--- config.mk ---
export PLATFORM = sky130hd
export DESIGN_NAME = mem_access
export DESIGN_NICKNAME = d
export VERILOG_FILES = /design/src/rtl/mem_access_pkg.sv /design/src/rtl/mem_access.sv
export SDC_FILE = /design/constraint.sdc
export NUM_CORES = 1
export LEC_CHECK = 0
export ABC_AREA = 1
export BUFFER_PORTS_ARGS = -buffer_cell sky130_fd_sc_hd__buf_4
export CAP_MARGIN = 20
export CORE_MARGIN = 2
export CORE_UTILIZATION = 44
export CTS_CLUSTER_SIZE = 40
export DETAILED_ROUTE_END_ITERATION = 7
export PLACE_DENSITY = 0.79
export SYNTH_ARGS = -nofsm -noshare
export SYNTH_HDL_FRONTEND = slang
export SYNTH_SLANG_ARGS = --single-unit
--- constraint.sdc ---
create_clock -name mai_clk -period 1.7 [get_ports mai_clk]
set_input_delay 0.255 -clock mai_clk [delete_from_list [all_inputs] [get_ports mai_clk]]
set_output_delay 0.255 -clock mai_clk [all_outputs]
set_load 0.05 [all_outputs]
--- src/rtl/mem_access_pkg.sv ---
// Shared encodings for the memory-stage controller: access types, FSM states
// and the down-counter width helper.
package mem_access_pkg;

    // Access type carried in EX/MEM rwe; 2'b11 is handled as NONE
    localparam logic [1:0] RWE_NONE  = 2'b00;
    localparam logic [1:0] RWE_READ  = 2'b01;
    localparam logic [1:0] RWE_WRITE = 2'b10;

    // Destination register value meaning "no write-back"
    localparam logic [3:0] REG_INVALID = 4'hF;

    typedef enum logic [2:0] {
        MA_IDLE     = 3'd0,
        MA_RD       = 3'd1,
        MA_WR_SETUP = 3'd2,
        MA_WR_PULSE = 3'd3,
        MA_WR_HOLD  = 3'd4,
        MA_DONE     = 3'd5
    } ma_state_t;

    // Counter holds at most max(a,b)-1, never narrower than one bit
    function automatic int cnt_width(input int a, input int b);
        int m;
        m = (a > b) ? a : b;
        return (m > 1) ? $clog2(m) : 1;
    endfunction

endpackage

--- src/rtl/mem_access.sv ---
// Memory-stage controller: drives an asynchronous 16-bit SRAM with multi-cycle
// read/write timing, stalls the pipeline while busy and hands write-back data
// to MEM/WB. All SRAM strobes come straight from flops.
module mem_access
    import mem_access_pkg::*;
#(
    parameter int RD_WAIT  = 1,
    parameter int WR_PULSE = 1,
    parameter int ADDR_W   = 18
) (
    input  logic              mai_clk,
    input  logic              mai_rst,
    input  logic [15:0]       mai_data,
    input  logic [3:0]        mai_wreg_addr,
    input  logic [15:0]       mai_mem_addr,
    input  logic [15:0]       mai_write_to_mem_data,
    input  logic [1:0]        mai_rwe,
    output logic [15:0]       mao_data,
    output logic [3:0]        mao_wreg_addr,
    output logic              mao_stall,
    output logic [ADDR_W-1:0] mao_ram_addr,
    output logic [15:0]       mao_ram_dout,
    output logic              mao_ram_dout_en,
    input  logic [15:0]       mai_ram_din,
    output logic              mao_ram_ce_n,
    output logic              mao_ram_oe_n,
    output logic              mao_ram_we_n
);

    localparam int CNT_W = cnt_width(RD_WAIT, WR_PULSE);
    localparam logic [CNT_W-1:0] RD_LOAD = CNT_W'(RD_WAIT - 1);
    localparam logic [CNT_W-1:0] WR_LOAD = CNT_W'(WR_PULSE - 1);

    ma_state_t         state, state_nxt;
    logic [CNT_W-1:0]  cnt, cnt_nxt;
    logic [15:0]       rdata, rdata_nxt;
    logic              rd_flag, rd_flag_nxt;   // last access was a read
    logic [ADDR_W-1:0] ram_addr, ram_addr_nxt;
    logic [15:0]       ram_dout, ram_dout_nxt;
    logic              dout_en, dout_en_nxt;
    logic              ce_n, ce_n_nxt;
    logic              oe_n, oe_n_nxt;
    logic              we_n, we_n_nxt;
    logic              stall;
    logic [15:0]       data;

    // Next-state, next-register values and combinational pipeline outputs
    always_comb begin
        state_nxt    = state;
        cnt_nxt      = cnt;
        rdata_nxt    = rdata;
        rd_flag_nxt  = rd_flag;
        ram_addr_nxt = ram_addr;
        ram_dout_nxt = ram_dout;
        dout_en_nxt  = dout_en;
        ce_n_nxt     = ce_n;
        oe_n_nxt     = oe_n;
        we_n_nxt     = we_n;
        stall        = 1'b0;
        data         = mai_data;
        unique case (state)
            MA_IDLE: begin
                if (mai_rwe == RWE_READ) begin
                    stall        = 1'b1;
                    ram_addr_nxt = ADDR_W'(mai_mem_addr);
                    ce_n_nxt     = 1'b0;
                    oe_n_nxt     = 1'b0;
                    cnt_nxt      = RD_LOAD;
                    rd_flag_nxt  = 1'b1;
                    state_nxt    = MA_RD;
                end else if (mai_rwe == RWE_WRITE) begin
                    stall        = 1'b1;
                    ram_addr_nxt = ADDR_W'(mai_mem_addr);
                    ram_dout_nxt = mai_write_to_mem_data;
                    dout_en_nxt  = 1'b1;
                    ce_n_nxt     = 1'b0;
                    rd_flag_nxt  = 1'b0;
                    state_nxt    = MA_WR_SETUP;
                end
            end
            MA_RD: begin
                stall = 1'b1;
                if (cnt != '0) begin
                    cnt_nxt = cnt - 1'b1;
                end else begin
                    rdata_nxt = mai_ram_din;
                    ce_n_nxt  = 1'b1;
                    oe_n_nxt  = 1'b1;
                    state_nxt = MA_DONE;
                end
            end
            MA_WR_SETUP: begin
                // Address and data settle one cycle before WE falls
                stall     = 1'b1;
                we_n_nxt  = 1'b0;
                cnt_nxt   = WR_LOAD;
                state_nxt = MA_WR_PULSE;
            end
            MA_WR_PULSE: begin
                stall = 1'b1;
                if (cnt != '0) begin
                    cnt_nxt = cnt - 1'b1;
                end else begin
                    we_n_nxt  = 1'b1;
                    state_nxt = MA_WR_HOLD;
                end
            end
            MA_WR_HOLD: begin
                // Data bus held one cycle after WE rises for hold time
                stall       = 1'b1;
                dout_en_nxt = 1'b0;
                ce_n_nxt    = 1'b1;
                state_nxt   = MA_DONE;
            end
            MA_DONE: begin
                if (rd_flag) data = rdata;
                state_nxt = MA_IDLE;
            end
            default: state_nxt = MA_IDLE;
        endcase
        // Reset releases the pipeline immediately and passes EX/MEM through
        if (mai_rst) begin
            stall = 1'b0;
            data  = mai_data;
        end
    end

    // FSM state and wait counter
    always_ff @(posedge mai_clk) begin
        if (mai_rst) begin
            state   <= MA_IDLE;
            cnt     <= '0;
            rdata   <= '0;
            rd_flag <= 1'b0;
        end else begin
            state   <= state_nxt;
            cnt     <= cnt_nxt;
            rdata   <= rdata_nxt;
            rd_flag <= rd_flag_nxt;
        end
    end

    // Registered SRAM bus; reset forces every strobe inactive at once
    always_ff @(posedge mai_clk) begin
        if (mai_rst) begin
            ram_addr <= '0;
            ram_dout <= '0;
            dout_en  <= 1'b0;
            ce_n     <= 1'b1;
            oe_n     <= 1'b1;
            we_n     <= 1'b1;
        end else begin
            ram_addr <= ram_addr_nxt;
            ram_dout <= ram_dout_nxt;
            dout_en  <= dout_en_nxt;
            ce_n     <= ce_n_nxt;
            oe_n     <= oe_n_nxt;
            we_n     <= we_n_nxt;
        end
    end

    assign mao_data        = data;
    assign mao_wreg_addr   = mai_wreg_addr;
    assign mao_stall       = stall;
    assign mao_ram_addr    = ram_addr;
    assign mao_ram_dout    = ram_dout;
    assign mao_ram_dout_en = dout_en;
    assign mao_ram_ce_n    = ce_n;
    assign mao_ram_oe_n    = oe_n;
    assign mao_ram_we_n    = we_n;

endmodule

==> Word level (Yosys, flattened, before mapping) <==
Index checks and enable logic that the tools add are counted.
{ "totals": {"output_inout_bits": 59, "in_bits": 72, "regBits": 59, "word_cells": 71} }
{ "classes": {"bitwise": 2, "eq_ne": 13, "reduce_logical": 18, "n_mux": 27, "n_addsub": 1} }
{ "ops": {"columns": ["op", "count"], "rows": [
  ["two-way mux 16 bit", 3],
  ["two-way mux 18 bit", 2],
  ["one-hot mux 3 bit (5 select lines)", 1],
  ["AND reduction 3 bit", 5],
  ["two-way mux 3 bit", 4],
  ["two-way mux 1 bit", 11],
  ["!= test 2 bit, second input constant", 5],
  ["one-hot mux 1 bit (2 select lines)", 4],
  ["AND reduction 2 bit", 4],
  ["nonzero test 2 bit", 4],
  ["== test 3 x 2 -> 1 bit, second input constant", 2],
  ["== test 3 bit, second input constant", 2],
  ["one-hot mux 1 bit (3 select lines)", 2],
  ["nonzero test 3 bit", 2],
  ["OR reduction 4 bit", 1],
  ["== test 3 x 1 -> 1 bit, second input constant", 1],
  ["logical NOT 3 bit", 1],
  ["!= test 3 bit, second input constant", 1],
  ["== test 2 x 1 -> 1 bit, second input constant", 1],
  ["== test 2 bit, second input constant", 1],
  ["inverter 1 bit", 2],
  ["OR reduction 2 bit", 1],
  ["subtractor 1 bit, second input constant", 1]
]} }

==> Depth between registers and ports, before layout <==
Gate-level depths: netlist of the first run.
{ "logic_depth": {"ltp_word": 5, "mapped_depth": 8, "depth_no_buf": 7} }

==> Worst setup path before layout of the first run <==
Ideal clock, no wire load.
{ "synth_timing": {"kind": "register to output", "from": "register state[2]", "to": "output mao_data[10]", "path_stages_with_launch": 6, "setup_slack_ns": -0.192, "required_time_ns": 1.445, "t_arrival_ns": 1.637, "path_buffers": 1, "path_cell_list": "dfxtp_1 -> inv_2 -> nor3_2 -> nand3_1 -> buf_2 -> o21ai_1"} }
{ "synth_via": {"elab_chain_len": 3} }
{ "synth_lines": {"columns": ["element", "line_no", "source"], "rows": [
  ["start, declared", "mem_access.sv:34", "ma_state_t state, state_nxt;"],
  ["start signal, assigned", "mem_access.sv:136", "state <= state_nxt;"],
  ["== test 3 bit", "mem_access.sv:61", "unique case (state)"],
  ["two-way mux 16 bit", "mem_access.sv:61", null],
  ["two-way mux 16 bit", "mem_access.sv:122", "if (mai_rst) begin"],
  ["end, declared", "mem_access.sv:18", "output logic [15:0] mao_data,"]
]} }
Every way passes these cells.

==> Worst setup path after layout of the first run <==
{ "layout_timing": {"from": "register state[2]", "to": "output mao_data[15]"} }
The elaborated chain is that of the path after synthesis.

==> results of run 1 <==
## what timing repair did
| item | in CTS | in global routing |
|---|---|---|
| endpoints found under the setup margin | 16 | 17 |
| setup buffers | 0 | 4 |
| gates resized for setup | 19 | 25 |
| gates cloned | 0 | 2 |
| pin swaps | 0 | 1 |
## cell families after synthesis
kind of cell | count (synthesis) | share of synthesized area, %
compound gates | 74 | 15.68
other cells | 1 | 0.1567
flops | 56 | 46.84
buf+inv | 68 | 12.81
fa+ha+maj | 2 | 1.045
simple gates | 134 | 23.47
## metrics by stage
stage	hold WS [ns]	utilization (%)	cells	cell area (sq um)
floorplan	0.3899	-	336	2401
CTS	0.1626	67.97	518	3516
global placement	0.4414	64.27	510	3324
finish	0.1696	71.21	524	3684
global route	0.1783	71.21	524	3684
detailed placement	0.4432	64.27	510	3324
## placed cells by master (no fill, tap or decap), types with 3 or more instances in the layout
cell      instances
buf_4           116
nand2_1          72
dfxtp_1          53
inv_1            41
nor2_1           35
a21oi_1          35
o21ai_0          20
nand3_1          20
buf_6            16
o21ai_2          13
clkbuf_8          7
o21ai_1           3
## critical path: stages, from the launching register on
cell and delay, ns:
dfxtp_4 0.40, inv_6 0.05, nor3_4 0.18, nand3_4 0.13
buf_12 0.18, o21ai_1 0.16, buf_6 0.18
## layer usage
layer | vias to the layer above | track usage (%) | wire length [um]
li1 | 1275 | - | -
met1 | 1085 | 21.56 | 2531
met2 | 95 | 35.86 | 3097
met3 | 6 | 5.581 | 575
met4 | 0 | 5.714 | 49
met5 | - | 0 | 0
## power groups by stage
stage | sequential [W] | clock (W) | combinational, W
after floorplan | 0.00206 | 0 | 0.000776
after global placement | 0.00167 | 0 | 0.00158
after detailed placement | 0.00168 | 0 | 0.00160
after CTS | 0.00165 | 0.000956 | 0.00163
after global routing | 0.00169 | 0.000992 | 0.00186
final | 0.00167 | 0.000928 | 0.00171
## state kept, by name (all words and copies together) (netlist names)
name / count
state: 3
mao_ram_dout_en: 1
mao_ram_we_n: 1
mao_ram_dout: 16
mao_ram_oe_n: 1
mao_ram_addr: 16
mao_ram_ce_n: 1
rdata: 16
rd_flag: 1
## cell type report
cell class | count | area, sq um | area share [%]
clock buffer | 7 | 96.34 | 2.615
clock inverter | 1 | 30.03 | 0.8152
inverter | 43 | 166.4 | 4.518
multi-input combinational | 212 | 1057 | 28.70
sequential | 56 | 1130 | 30.67
tap | 70 | 87.58 | 2.378
timing repair buffer | 135 | 1116 | 30.30
## final timing paths
path	to	slack, ns	cells after the start
max	mao_data[15]	-0.16	6
min	mao_ram_dout[8]$_SDFFE_PP0P_	0.17	3
max reg2reg	mao_ram_dout[0]$_SDFFE_PP0P_	0.26	6
min reg2reg	rdata[15]$_SDFFE_PP0P_	0.46	2
==> impl_metrics.tcl, run 1 <==
set metrics [dict create \
    dieArea_sq_mm 0.006046 \
    comb_power_share_pct 39.7 \
    leakagePower_nw 1.816 \
    std_cell_rows 26 \
    syn_inst 335 \
    synth_commonest_cells "nand2_1 (73), dfxtp_1 (56), inv_1 (41)" \
    start_kind "flop" \
    power_w 0.004304 \
    worstSetupPathType "reg2out" \
    arrival_ns 1.60 \
    skew_ns 0.006689 \
    violations "setup timing" \
    timing.rr.start "state[2]$_SDFFE_PP0P_" \
    period_needed_ns 1.857 \
    die_x_um 77.76 \
    hp-start "mai_write_to_mem_data[8]" \
    ys_ff_latch 56 \
    cp-startpoint "state[2]$_SDFFE_PP0P_" \
    wl_per_cell_um 11.94 \
    grt_util_all_layers_pct 19.49 \
    fmax_mhz 538.6 \
    status "complete, but fails checks" \
    cts_root_buf "clkbuf_8" \
    diodes 0 \
    port-buffer-count 120 \
    clock_latency_ns 0.30 \
    p_switching_w 0.001637 \
    period_share_pct 109.2 \
    drcViolationCount 0 \
    cts_inserted_buffers 5 \
    finalHoldViolCount 0 \
    die_h_um 77.76 \
    pwr-share-seq_pct 38.7 \
    final_nets 527 \
    ys_warn_count 0 \
    drtPass1Iterations 4 \
    synth_area_leaders "dfxtp_1 (47%), nand2_1 (11%), a21oi_1 (7.5%)" \
    cts_max_path_buffers 2 \
    grt_max_degree 35 \
    finalMaxSlewViolations 0 \
    grt_pass1_vias 2245 \
    yosysMostFrequentCell "nand2_1" \
    intPower_w 0.002667 \
    drtIter0Drc 95 \
    vdd_drop_max_mv 0.7671 \
    syn_area_sq_mm 0.002394 \
    powerDensity_mw_per_mm2 1168 \
    synth_top_area_cell "dfxtp_1" \
    gp_congestion 0.7945 \
    initial_core_util_pct 46.27 \
    synth_cell_type_count 21 \
    drt_wl_total_um 6254 \
    postSynth.asyncResetShare_pct 0 \
    vias_per_cell 4.697 \
    required_ns 1.44 \
    drv_cap 0 \
    synth_edf_count 0 \
    synth_seq_area_share_pct 46.84 \
    overflow 0 \
    tritoncts "yes" \
    p_clk_share_pct 21.6 \
    area_delta_synth_final_pct 53.89 \
    nFillCells 430 \
    num_io_pins 131 \
    endpoint_kind "output pin" \
    grt_pass1_wl_um 9687 \
    h-tree-depth 2 \
    clk_pin_slew_ns 0.10 \
    hpwl_um 4211 \
    rsz0062_at_grt "true" \
    setup_viol 16 \
    antenna_found_initial 0 \
    vias 2461 \
    final.setup.tns_ns -2.017 \
    postRouteAntennaNets 0 \
    drive_gt1_share_pct 37.22 \
    critPathMaxFanout 16 \
    worst_slack_ns -0.1567 \
    post-place-ws_ns 0.1014 \
    synth_flop_cell "dfxtp_1" \
    synth_top_cell_area_share_pct 46.84 \
    core_sq_mm 0.005172 \
    swShare_pct 38.04 \
    cts_hold_buffers 0 \
    hp-class "in2reg" \
    syn_avg_cell_area_sq_um 7.145 \
    cts_sinks 56 \
]
Power figures use the tool's default switching activity.
==> inputs of run 2 (changes only) <==
clock period = 1.75 ns   (was 1.7 ns; I/O delays follow)
==> run 2 against run 1 <==
The flow still finishes with violations (setup timing). Die area unchanged. Cell area decreased by 3.1%. Hold slack worse by 0.00080 ns. Sequential share of layout area increased by 0.92 points. First-iteration DRC count rose by 24%. Via count is 0.41% lower. Clock power shrank 12%. Register-to-register slack about the same. Flip-flop and latch count stayed put. Setup slack better by 0.080 ns. Non-clock buffer count fell by 5. Clock-buffer cell count decreased by 1. Critical endpoint is now mao_data[2]. Largest cell class unchanged. Highest routed layer unchanged.
==> impl_metrics.tcl, run 2 (synthesis gave the netlist of run 1 again) <==
set metrics [dict create \
    gr-usage-met1_pct 22.24 \
    critPathMaxFanout 32 \
    drcViolationCount 0 \
    violations "setup timing" \
    clock_latency_ns 0.30 \
    cts_max_path_buffers 2 \
    std_cell_rows 26 \
    final.setup.tns_ns -0.1977 \
    port-buffer-count 120 \
    initial_core_util_pct 46.27 \
    drtIter0Drc 118 \
    final_common_cell "buf_4" \
    leakagePower_nw 1.763 \
    layout_common_cells "buf_4 (113), nand2_1 (73), dfxtp_1 (53), inv_1 (40)" \
    overflow 0 \
    finalHoldViolCount 0 \
    hold_slack_ns 0.1688 \
    place_area_sq_mm 0.003312 \
    final_util_pct 68.99 \
    fmax_mhz 547.6 \
    worst_slack_ns -0.07628 \
    finalMaxSlewViolations 0 \
    area_delta_synth_final_pct 49.09 \
    wl_per_cell_um 11.84 \
    cts_inserted_buffers 5 \
    rsz0062_at_grt "true" \
    required_ns 1.49 \
    skew_ns 0.01162 \
    period_share_pct 104.4 \
    arrival_ns 1.56 \
    cts_sinks 56 \
    setup_viol 8 \
    hpwl_um 4192 \
    clk_pin_slew_ns 0.10 \
    cts_root_buf "clkbuf_8" \
    grt_util_met2_pct 34.40 \
    period_needed_ns 1.826 \
    core_sq_mm 0.005172 \
    regArea_sq_mm 0.001127 \
    drive_gt1_share_pct 36.30 \
    vdd_drop_max_mv 0.5670 \
    hp-class "in2reg" \
    postRouteAntennaNets 0 \
    drt_wl_total_um 6145 \
    diodes 0 \
    busiest_layer "met2" \
    powerDensity_mw_per_mm2 1134 \
    antenna_found_initial 0 \
    endpoint_kind "output pin" \
    die_x_um 77.76 \
    grt_util_all_layers_pct 19.12 \
    drv_cap 0 \
    nFillCells 427 \
    dieArea_sq_mm 0.006046 \
    status "complete, but fails checks" \
    die_h_um 77.76 \
    vias_per_cell 4.723 \
    met3_usage_pct 5.000 \
    worstSetupPathType "reg2out" \
    gp_congestion 0.8127 \
    start_kind "flop" \
    h-tree-depth 2 \
    tritoncts "yes" \
    grt_max_degree 35 \
    grt_pass1_vias 2213 \
    final_area_sq_mm 0.003568 \
    multi_input_area_sq_mm 0.001033 \
    final_nets 522 \
    vias 2451 \
    post-place-ws_ns 0.1621 \
    num_io_pins 131 \
    drtPass1Iterations 4 \
    cts_hold_buffers 0 \
    grt_pass1_wl_um 9611 \
]
==> run 2: final cells by class <==
type                       count  area share (%)
sequential                    56           31.59
timing repair buffer         130           29.38
multi-input combinational    212           28.96
inverter                      43           4.593
tap                           70           2.454
clock buffer                   6           2.034
clock inverter                 2          0.9818
==> run 2: critical path: stages, from the launching register on <==
cell,delay (ns)
dfxtp_2,0.36
inv_4,0.06
nor3_4,0.16
nand3_2,0.10
buf_12,0.18
o21ai_1,0.20
buf_6,0.19
==> run 2: final timing paths <==
path	depth (start not counted)	slack, ns	startpoint	to
min	3	0.17	mai_write_to_mem_data[8]	mao_ram_dout[8]$_SDFFE_PP0P_
max reg2reg	7	0.27	state[2]$_SDFFE_PP0P_	mao_ram_dout[11]$_SDFFE_PP0P_
max	6	-0.08	state[2]$_SDFFE_PP0P_	mao_data[2]
min reg2reg	2	0.46	rdata[6]$_SDFFE_PP0P_	rdata[6]$_SDFFE_PP0P_
==> run 2: metrics by stage <==
step | total power, W | std cells
2_1_floorplan | 0.002757 | 336
6_report | 0.004045 | 519
3_5_place_dp | 0.003181 | 510
3_3_place_gp | 0.003148 | 510
4_1_cts | 0.004031 | 519
5_1_grt | 0.004284 | 519
==> run 2: timing repair <==
| item | CTS | global route |
|---|---|---|
| gates resized for setup | 12 | 28 |
| setup endpoints to repair | 16 | 17 |
| buffers inserted | 1 | 0 |
==> run 2: routing by layer <==
layer | wire length (um) | vias up
met5 | 0 | -
met4 | 106 | 0
met3 | 435 | 11
met2 | 3096 | 92
met1 | 2506 | 1085
li1 | - | 1263
==> run 2: power breakdown <==
part | internal (W) | switching [W] | leakage, nW
clock | 0.000425 | 0.000395 | 0.0552
sequential | 0.00150 | 0.000107 | 0.461
combinational | 0.000541 | 0.00107 | 1.25
==> inputs of run 3 (changes only) <==
SKIP_LAST_GASP = 1   (was not set)
==> run 3 against run 2 <==
The run still ends with setup timing left. Global-route usage unchanged. Non-clock buffer count unchanged. Cell area decreased by 0.25%. Via count decreased by 0.20%. Total power decreased by 0.23%. Die area unchanged. Clock skew increased by 0.0019 ns. Sequential power about the same.
==> impl_metrics.tcl, run 3 (synthesis gave the netlist of run 1 again) <==
set metrics [dict create \
    violations "setup timing" \
    clock_latency_ns 0.31 \
    hpwl_um 4192 \
    grt_max_degree 35 \
    post-place-ws_ns 0.1621 \
    postRouteAntennaNets 0 \
    drive_gt1_share_pct 36.08 \
    drtPass1Iterations 4 \
    num_io_pins 131 \
    drt_wl_total_um 6162 \
    grt_util_all_layers_pct 19.12 \
    vdd_drop_max_mv 0.5670 \
    final_util_pct 68.82 \
    setup_viol 14 \
    period_share_pct 105.2 \
    endpoint_kind "output pin" \
    slowest_stage "dfxtp_2" \
    period_needed_ns 1.842 \
    critPathTopFamily "buffers and inverters" \
    reg2reg_depth 7 \
    status "complete, but fails checks" \
    crit_chain "inv_2 > nor3_2 > nand3_2 > buf_12 > o21ai_1 > buf_6" \
    critPathMaxFanout 32 \
    cts_max_path_buffers 2 \
    port-buffer-count 120 \
    hold_slack_ns 0.1685 \
    regArea_sq_mm 0.001127 \
    h-tree-depth 2 \
    hp-class "in2reg" \
    leakagePower_nw 1.762 \
    gp_congestion 0.8127 \
    cts_inserted_buffers 5 \
    skew_ns 0.01355 \
    final_common_cell "buf_4" \
    cp_num_buf_inv 3 \
    grt_pass1_vias 2213 \
    worstHoldPathCells 3 \
    tritoncts "yes" \
    cts_root_buf "clkbuf_8" \
    grt_pass1_wl_um 9611 \
    die_x_um 77.76 \
    rsz0062_at_grt "true" \
    multi_input_area_sq_mm 0.001027 \
    powerDensity_mw_per_mm2 1134 \
    antenna_found_initial 0 \
    area_delta_synth_final_pct 48.72 \
    arrival_ns 1.58 \
    max_stage_delay_ns 0.35 \
    required_ns 1.49 \
    path_depth 6 \
    worst_slack_ns -0.09174 \
    vias_per_cell 4.713 \
    drcViolationCount 0 \
    clk_pin_slew_ns 0.10 \
    wl_per_cell_um 11.87 \
    vias 2446 \
    worstSetupPathType "reg2out" \
    final_nets 522 \
    cts_sinks 56 \
    overflow 0 \
    drtIter0Drc 118 \
    std_cell_rows 26 \
    layout_common_cells "buf_4 (113), nand2_1 (73), dfxtp_1 (53), inv_1 (41)" \
    start_kind "flop" \
    initial_core_util_pct 46.27 \
    dieArea_sq_mm 0.006046 \
    die_h_um 77.76 \
    core_sq_mm 0.005172 \
    fmax_mhz 543.0 \
    diodes 0 \
    finalMaxSlewViolations 0 \
    cts_hold_buffers 0 \
    power_w 0.004036 \
    finalHoldViolCount 0 \
    nFillCells 423 \
    drv_cap 0 \
]
[run 3: cell types whose count changed in the layout (fill, tap and decap cells not counted)]
cell and delta:
nor3_4 -1, nor3_2 +1, inv_4 -1, inv_1 +1
[run 3: tightest hold or removal path: stages]
cell and delay [ns]:
buf_4 0.07, nor2_1 0.03, nor2_1 0.08
[run 3: worst paths after layout]
kind	endpoint	slack (ns)	from
max	mao_data[2]	-0.09	state[2]$_SDFFE_PP0P_
min reg2reg	rdata[6]$_SDFFE_PP0P_	0.46	rdata[6]$_SDFFE_PP0P_
max reg2reg	mao_ram_dout[11]$_SDFFE_PP0P_	0.28	state[2]$_SDFFE_PP0P_
min	mao_ram_dout[8]$_SDFFE_PP0P_	0.17	mai_write_to_mem_data[8]
[run 3: power breakdown]
part / switching [W] / internal, W
Combinational: 0.00107 / 0.000539
Sequential: 0.000103 / 0.00150
Clock: 0.000396 / 0.000425
[run 3: routing by layer]
layer | global-route usage [%] | vias to the layer above | share of wire (%)
met2 | 34.40 | 87 | 51
li1 | - | 1263 | -
met5 | 0 | - | 0
met3 | 5.000 | 11 | 7.2
met4 | 5.357 | 0 | 1.7
met1 | 22.24 | 1085 | 41
[run 3: cell type report]
class                           instances  share of cell area, %
Clock inverter                          2                 0.9842
Timing Repair Buffer                  130                  29.46
Inverter                               43                  4.534
Tap cell                               70                  2.460
Multi-Input combinational cell        212                  28.86
Clock buffer                            6                  2.039
Sequential cell                        56                  31.67
[run 3: per-stage QoR]
stage	instances	TNS, ns	cell area, sq um
2_1_floorplan	336	-2.382	2401
3_3_place_gp	510	0	3312
3_5_place_dp	510	0	3312
4_1_cts	519	-0.3954	3463
5_1_grt	519	-1.888	3560
6_report	519	-0.3644	3560
[run 3: what timing repair did]
action	CTS	global route
endpoints found under the setup margin	16	17
gates resized for setup	12	25
buffers inserted	1	0
